===== src/rtl/timebase_pkg.sv =====
// timebase_pkg: shared channel limits and 100 MHz terminal counts for the timebase generator
package timebase_pkg;

    localparam int TB_MAX_CH      = 8;
    localparam int TB_DEF_TC_1HZ  = 49_999_999;
    localparam int TB_DEF_TC_2HZ  = 24_999_999;
    localparam int TB_DEF_TC_1KHZ = 49_999;

    typedef enum logic [1:0] {
        CH_HOLD,
        CH_COUNT,
        CH_WRAP,
        CH_CLEAR
    } ch_action_e;

    // Decide what a channel does this cycle; clear beats wrap beats plain advance
    function automatic ch_action_e ch_action(input logic clr, input logic adv, input logic at_tc);
        return clr ? CH_CLEAR : (adv & at_tc) ? CH_WRAP : adv ? CH_COUNT : CH_HOLD;
    endfunction

endpackage


===== src/rtl/timebase_channel.sv =====
// timebase_channel: one programmable divider with tick strobe and 50% wave
module timebase_channel
    import timebase_pkg::*;
#(
    parameter int               CNT_W  = 32,
    parameter logic [CNT_W-1:0] DEF_TC = CNT_W'(TB_DEF_TC_2HZ)
) (
    input  logic             clk_100MHz,
    input  logic             reset_n,
    input  logic             clr,
    input  logic             adv,
    input  logic [CNT_W-1:0] tc_in,
    output logic             tick,
    output logic             wave,
    output logic             wrap
);

    logic [CNT_W-1:0] cnt;
    logic [CNT_W-1:0] tc_q;
    ch_action_e       act;

    assign wrap = adv & (cnt == tc_q);
    assign act  = ch_action(clr, adv, cnt == tc_q);

    // Count advancing cycles; at wrap restart, toggle wave, strobe tick and take the next period's tc
    always_ff @(posedge clk_100MHz or negedge reset_n) begin
        if (!reset_n) begin
            cnt  <= '0;
            tc_q <= DEF_TC;
            tick <= 1'b0;
            wave <= 1'b0;
        end else begin
            cnt  <= (act == CH_COUNT) ? cnt + CNT_W'(1) : (act == CH_HOLD) ? cnt : '0;
            tc_q <= (act == CH_CLEAR || act == CH_WRAP) ? tc_in : tc_q;
            tick <= (act == CH_WRAP);
            wave <= (act == CH_CLEAR) ? 1'b0 : (act == CH_WRAP) ? ~wave : wave;
        end
    end

endmodule


===== src/rtl/timebase_gen.sv =====
// timebase_gen: multi-channel programmable tick/wave generator; TIMEBASE_CASCADE_EN chains channel k to wraps of k-1
module timebase_gen
    import timebase_pkg::*;
#(
    parameter int               NUM_CH = 4,
    parameter int               CNT_W  = 32,
    parameter logic [CNT_W-1:0] DEF_TC = CNT_W'(TB_DEF_TC_2HZ)
) (
    input  logic                    clk_100MHz,
    input  logic                    reset_n,
    input  logic                    en,
    input  logic                    sync_clr,
    input  logic [NUM_CH-1:0]       ch_en,
    input  logic [NUM_CH*CNT_W-1:0] tc,
    output logic [NUM_CH-1:0]       tick,
    output logic [NUM_CH-1:0]       wave
);

    logic [NUM_CH-1:0] src;
    logic [NUM_CH-1:0] adv;
    logic [NUM_CH-1:0] wrap;
    logic              unused_wrap;

    assign unused_wrap = ^wrap;

    for (genvar k = 0; k < NUM_CH; k++) begin : g_ch
`ifdef TIMEBASE_CASCADE_EN
        if (k == 0) begin : g_head
            assign src[k] = 1'b1;
        end else begin : g_link
            assign src[k] = wrap[k-1];
        end
`else
        assign src[k] = 1'b1;
`endif
        assign adv[k] = en & ch_en[k] & src[k];

        timebase_channel #(
            .CNT_W  (CNT_W),
            .DEF_TC (DEF_TC)
        ) u_ch (
            .clk_100MHz (clk_100MHz),
            .reset_n    (reset_n),
            .clr        (sync_clr),
            .adv        (adv[k]),
            .tc_in      (tc[k*CNT_W +: CNT_W]),
            .tick       (tick[k]),
            .wave       (wave[k]),
            .wrap       (wrap[k])
        );
    end

endmodule


===== config.mk =====
export PLATFORM = sky130hd
export DESIGN_NAME = timebase_gen
export DESIGN_NICKNAME = d
export VERILOG_FILES = /design/src/rtl/timebase_pkg.sv /design/src/rtl/timebase_channel.sv /design/src/rtl/timebase_gen.sv
export SDC_FILE = /design/constraint.sdc
export NUM_CORES = 1
export LEC_CHECK = 0
export CORE_ASPECT_RATIO = 0.9
export CORE_UTILIZATION = 58
export CTS_CLUSTER_SIZE = 28
export DETAILED_ROUTE_END_ITERATION = 12
export GPL_TIMING_DRIVEN = 0
export PLACE_DENSITY = 0.82
export SYNTH_ARGS = -nofsm -noshare
export SYNTH_HDL_FRONTEND = slang
export SYNTH_SLANG_ARGS = --single-unit

===== constraint.sdc =====
create_clock -name clk_100MHz -period 3.59 [get_ports clk_100MHz]
set_clock_uncertainty 0.1 [all_clocks]
set_input_delay 0.718 -clock clk_100MHz [delete_from_list [all_inputs] [get_ports clk_100MHz]]
set_output_delay 0.718 -clock clk_100MHz [all_outputs]
set_load 0.02 [all_outputs]

==> out/summary.md <==
The post-synthesis adder-cell area fraction is 0.00377. The tools report the share of synthesized area occupied by flip-flops and latches as 0.504. Along the worst path, the maximum fanout reaches 10. The netlist uses 50 different library cells.

The slack of the worst reg-to-reg path is 0.48 ns. The tools report the number of antenna violations at the first check in global routing as 3. By startpoint and endpoint, the worst setup path is classified as reg -> reg. The number of nets in the layout was 1,522.

The total die area came out at 23,500 um2. At the worst endpoint, the arrival time is 3.43 ns. The tools report the post-CTS repair timing setup buffer count as 0. The number of hold buffers added after CTS was 0. The final layout contains routed wiring with a total length of 30,500 um. The floorplan has 52 rows. For the number of levels the H-tree was split into, the log shows 1.

The mapped netlist covers 13,300 um2. The slew at the pin closest to its max-slew limit was 0.881 ns. In the routed layout, each cell is associated on average with a via count of 5.68.

The post-synthesis compound-gate area fraction was 0.0343. The number of nets with antenna violations after detailed routing came out at 0. The leakage power total was 0.00651 uW. The critical register-to-register path startpoint was g_ch[3].u_ch.cnt[8]. The detailed placer's ending HPWL was 21,500 um. The tree is rooted in a sky130_fd_sc_hd__clkbuf_16. The number of nets handed over by synthesis was 1,347.

The share of the cycle needed by the critical path after routing is 0.868. The power density over the cells was 438 nW/um2. Measured in cells, the most critical reg-to-reg path has a length of 8. The area inside the core boundary was 22,400 um2; the max-slew violation count was 0. By area, the combinational part of the netlist is dominated by simple AND/OR/NAND/NOR gates. The detailed router finished its first iteration with 756 violations.

The worst setup path is launched from a register. The first detailed-routing pass took 5 iterations. Pin placement for this block handled 144 I/O pins. Once the clock tree was built, the resizer swapped 0 gates to a different size. The kind of path behind the tightest hold check is in -> async. The xor and xnor area share after synthesis came out at 0.145. The global-route usage over all layers is 0.263, and the share of final-layout standard cells stronger than drive strength 1 is 0.209. The clock period could shrink to 3.11 ns.

By area the synthesized netlist is led by sky130_fd_sc_hd__dfrtp_1 (37%), sky130_fd_sc_hd__dfstp_2 (13%), sky130_fd_sc_hd__mux2_2 (11%). Setup violations remaining at the end of the flow were counted as 0. The peak ir drop on the vdd network was 0.441 mV; the number of buffers between clock root and the deepest sink was 3. Entering global routing, the biggest net connects 117 pins.

The worst hold slack after final layout was 0.0172 ns; the fraction of post-synthesis cell area in the top cell type by area was 0.370. In this run the horizontal extent of the chip is 161 um. The logs give 9,661 for the vias after detailed routing and 0.886 for the routability congestion estimate.

Based on the critical path, the design can be clocked at up to 321 MHz. The count of flip-flops with a built-in enable after synthesis is 0. The number of port buffers is 143, and the final design utilization is 0.719. Measured along the y axis, the die boundary spans 145 um. The primary flip-flop cell chosen by synthesis mapping is sky130_fd_sc_hd__dfrtp_1.

The Yosys step of the flow raised 0 warnings. The tools report the count of endpoints failing hold in the final timing report as 0. The run gives 0 as the number of DRC violations after detailed routing.

The run finished with clean final reports. The routed wirelength normalized by instance count was 17.9 um. STA classifies the critical path endpoint as a register. Setup repair after global routing left no endpoint under its margin. The area growth from synthesis to layout is 21.7%. The fraction of synthesis flops using an asynchronous set or reset pin works out to 1.00.

The logs give 49,700 um for the wire length of the first global-routing pass and 7080 uW for the total design power. The signal on the critical path passes through clkbuf_1 > xnor2_1 > nand4_1 > nor4_1 > nand3_1 > o21ai_1 > buf_2 > mux2_2. The simple-gate share of the synthesized area was 0.174; the worst path buffer plus inverter count was 2. The count of state elements after synthesis is 264. On the worst path, the slowest cell contributes a delay of 0.59 ns.

The clock-pin slew reported for the worst setup and hold paths after clock tree synthesis works out to 0.06 ns. In the synthesized netlist, the number of instances is 1,207. For the required time of the critical path, the log shows 3.91 ns. The tools report the number of global-route vias before repair as 9,877. Post-synthesis cell type with the largest combined area: sky130_fd_sc_hd__dfrtp_1.

The clock reaches the later pin of the worst-skew pair after 0.54 ns. Mean area per synthesized cell: 11.0 um2. For this design, the slowest cell found on the critical path is sky130_fd_sc_hd__nor4_1. Clock tree synthesis found a total of 264 sinks. The proportion of synthesized area in mux cells is 0.111, and the number of max-cap violations is 0. Worst slew margin relative to its limit: 0.410.

Global routing finished with a remaining overflow of 0. Buffers inserted during clock tree synthesis total 28. TritonCTS built the clock tree. The initial standard-cell utilization of the core was 0.591. The worst register-to-register path ends at g_ch[3].u_ch.tc_q[15].

The kind of cell with the highest combined delay along the critical path is simple AND/OR/NAND/NOR gates.
synth_stat cells (4+ instances only):
cell type and instances:
sky130_fd_sc_hd__clkbuf_1 22, sky130_fd_sc_hd__a31oi_1 7, sky130_fd_sc_hd__nand4_1 53, sky130_fd_sc_hd__or3_1 7
sky130_fd_sc_hd__nor2b_1 5, sky130_fd_sc_hd__and4_1 13, sky130_fd_sc_hd__a21oi_1 21, sky130_fd_sc_hd__a22o_1 5
sky130_fd_sc_hd__or4_1 11, sky130_fd_sc_hd__buf_2 17, sky130_fd_sc_hd__and3_1 22, sky130_fd_sc_hd__nor4_1 24
sky130_fd_sc_hd__buf_4 15, sky130_fd_sc_hd__nand4b_1 4, sky130_fd_sc_hd__dfstp_2 68, sky130_fd_sc_hd__o21ai_0 13
sky130_fd_sc_hd__buf_6 4, sky130_fd_sc_hd__nor2_1 130, sky130_fd_sc_hd__nand3_1 52, sky130_fd_sc_hd__nor3_1 18
sky130_fd_sc_hd__ha_1 4, sky130_fd_sc_hd__and2_1 14, sky130_fd_sc_hd__xor2_1 82, sky130_fd_sc_hd__inv_1 10
sky130_fd_sc_hd__dfrtp_1 196, sky130_fd_sc_hd__mux2_2 127, sky130_fd_sc_hd__nand2_1 83, sky130_fd_sc_hd__xnor2_1 137
report_power, final:
group          total [uW]  internal (uW)  leakage, uW  switching, uW
logic                 669            383      0.00270            286
clock network        3100           1930     0.000501           1170
registers            3310           3190      0.00331            120
sequential cells by signal, summed over array words and instances, names as in the netlist:
| signal | flops |
|---|---|
| g_ch.u_ch.wave | 4 |
| g_ch.u_ch.tick | 4 |
| g_ch.u_ch.cnt | 128 |
| g_ch.u_ch.tc_q | 128 |
cell usage in the layout, fill, tap and decap left out, types with 4 or more instances in the layout:
cell type                         instances
sky130_fd_sc_hd__buf_4                   15
sky130_fd_sc_hd__buf_2                   17
sky130_fd_sc_hd__a21oi_1                 21
sky130_fd_sc_hd__o21ai_0                 13
sky130_fd_sc_hd__clkinv_2                 4
sky130_fd_sc_hd__nand4_1                 53
sky130_fd_sc_hd__and2_1                  14
sky130_fd_sc_hd__nand2_1                 83
sky130_fd_sc_hd__ha_1                     4
sky130_fd_sc_hd__or4_1                   11
sky130_fd_sc_hd__bufinv_16                4
sky130_fd_sc_hd__xnor2_1                137
sky130_fd_sc_hd__clkbuf_16               29
sky130_fd_sc_hd__clkbuf_8                 8
sky130_fd_sc_hd__nor2b_1                  5
sky130_fd_sc_hd__nor4_1                  24
sky130_fd_sc_hd__a31oi_1                  7
sky130_fd_sc_hd__a22o_1                   5
sky130_fd_sc_hd__nor2_1                 130
sky130_fd_sc_hd__xor2_1                  82
sky130_fd_sc_hd__inv_1                   10
sky130_fd_sc_hd__clkdlybuf4s50_1        142
sky130_fd_sc_hd__clkbuf_1                27
sky130_fd_sc_hd__and4_1                  13
sky130_fd_sc_hd__nand4b_1                 4
sky130_fd_sc_hd__nand3_1                 52
sky130_fd_sc_hd__nor3_1                  18
sky130_fd_sc_hd__and3_1                  22
sky130_fd_sc_hd__mux2_2                 127
sky130_fd_sc_hd__or3_1                    7
sky130_fd_sc_hd__dfstp_2                 68
sky130_fd_sc_hd__buf_6                    4
sky130_fd_sc_hd__dfrtp_1                196
logic make-up after synthesis:
group | Yosys count
and+or+nand+nor | 451
DFF | 264
xor gates and xnor gates | 219
muxes | 131
AOI/OAI and AO/OA | 70
buffers and inverters | 68
adders and majority gates | 4
worst max path at each step:
| stage | from | end | slack (ns) | depth (start not counted) |
|---|---|---|---|---|
| final | g_ch[3].u_ch.cnt[8] | g_ch[3].u_ch.tc_q[15] | 0.48 | 8 |
| after CTS | g_ch[1].u_ch.tc_q[1] | g_ch[1].u_ch.tc_q[28] | 0.50 | 7 |
| after global routing | g_ch[1].u_ch.tc_q[1] | g_ch[1].u_ch.tc_q[10] | 0.35 | 7 |
| after detailed placement | en | g_ch[3].u_ch.cnt[31] | 0.28 | 8 |
| after floorplan | sync_clr | g_ch[1].u_ch.cnt[31] | 1.07 | 9 |
| after global placement | reset_n | g_ch[3].u_ch.tc_q[27] | -9.40 | 1 |
routing by layer:
metal / wire length [um] / global-route usage
met4: 765 / 0.0788
met1: 13500 / 0.360
met3: 1400 / 0.0370
met2: 14800 / 0.438
met5: 25 / 0
per-stage QoR:
stage	cells	setup TNS [ns]	worst slack, ns	area (um2)
detailed placement	1649	0	0.281	15100
global placement	1647	-2243.84	-9.40	15100
finish	1702	0	0.476	16100
global route	1702	0	0.345	16100
CTS	1701	0	0.497	16100
floorplan	1207	0	1.07	13300
final cells by class:
| class | count | area, um2 |
|---|---|---|
| flip-flops and latches | 264 | 6690 |
| fillers | 1608 | 6300 |
| multi-input cells | 875 | 6210 |
| repair buffers | 145 | 1490 |
| clock buffers | 42 | 855 |
| well taps | 297 | 372 |
| plain buffers | 58 | 325 |
| clock inverters | 10 | 158 |
| inverters | 10 | 37.5 |
| diodes | 1 | 2.50 |
worst reg2reg max path: stages (launching register included):
cell	delay, ns
sky130_fd_sc_hd__dfrtp_1	0.34
sky130_fd_sc_hd__clkbuf_1	0.31
sky130_fd_sc_hd__xnor2_1	0.17
sky130_fd_sc_hd__nand4_1	0.14
sky130_fd_sc_hd__nor4_1	0.59
sky130_fd_sc_hd__nand3_1	0.22
sky130_fd_sc_hd__o21ai_1	0.37
sky130_fd_sc_hd__buf_2	0.39
sky130_fd_sc_hd__mux2_2	0.39
(Power assumes the default switching activity.)
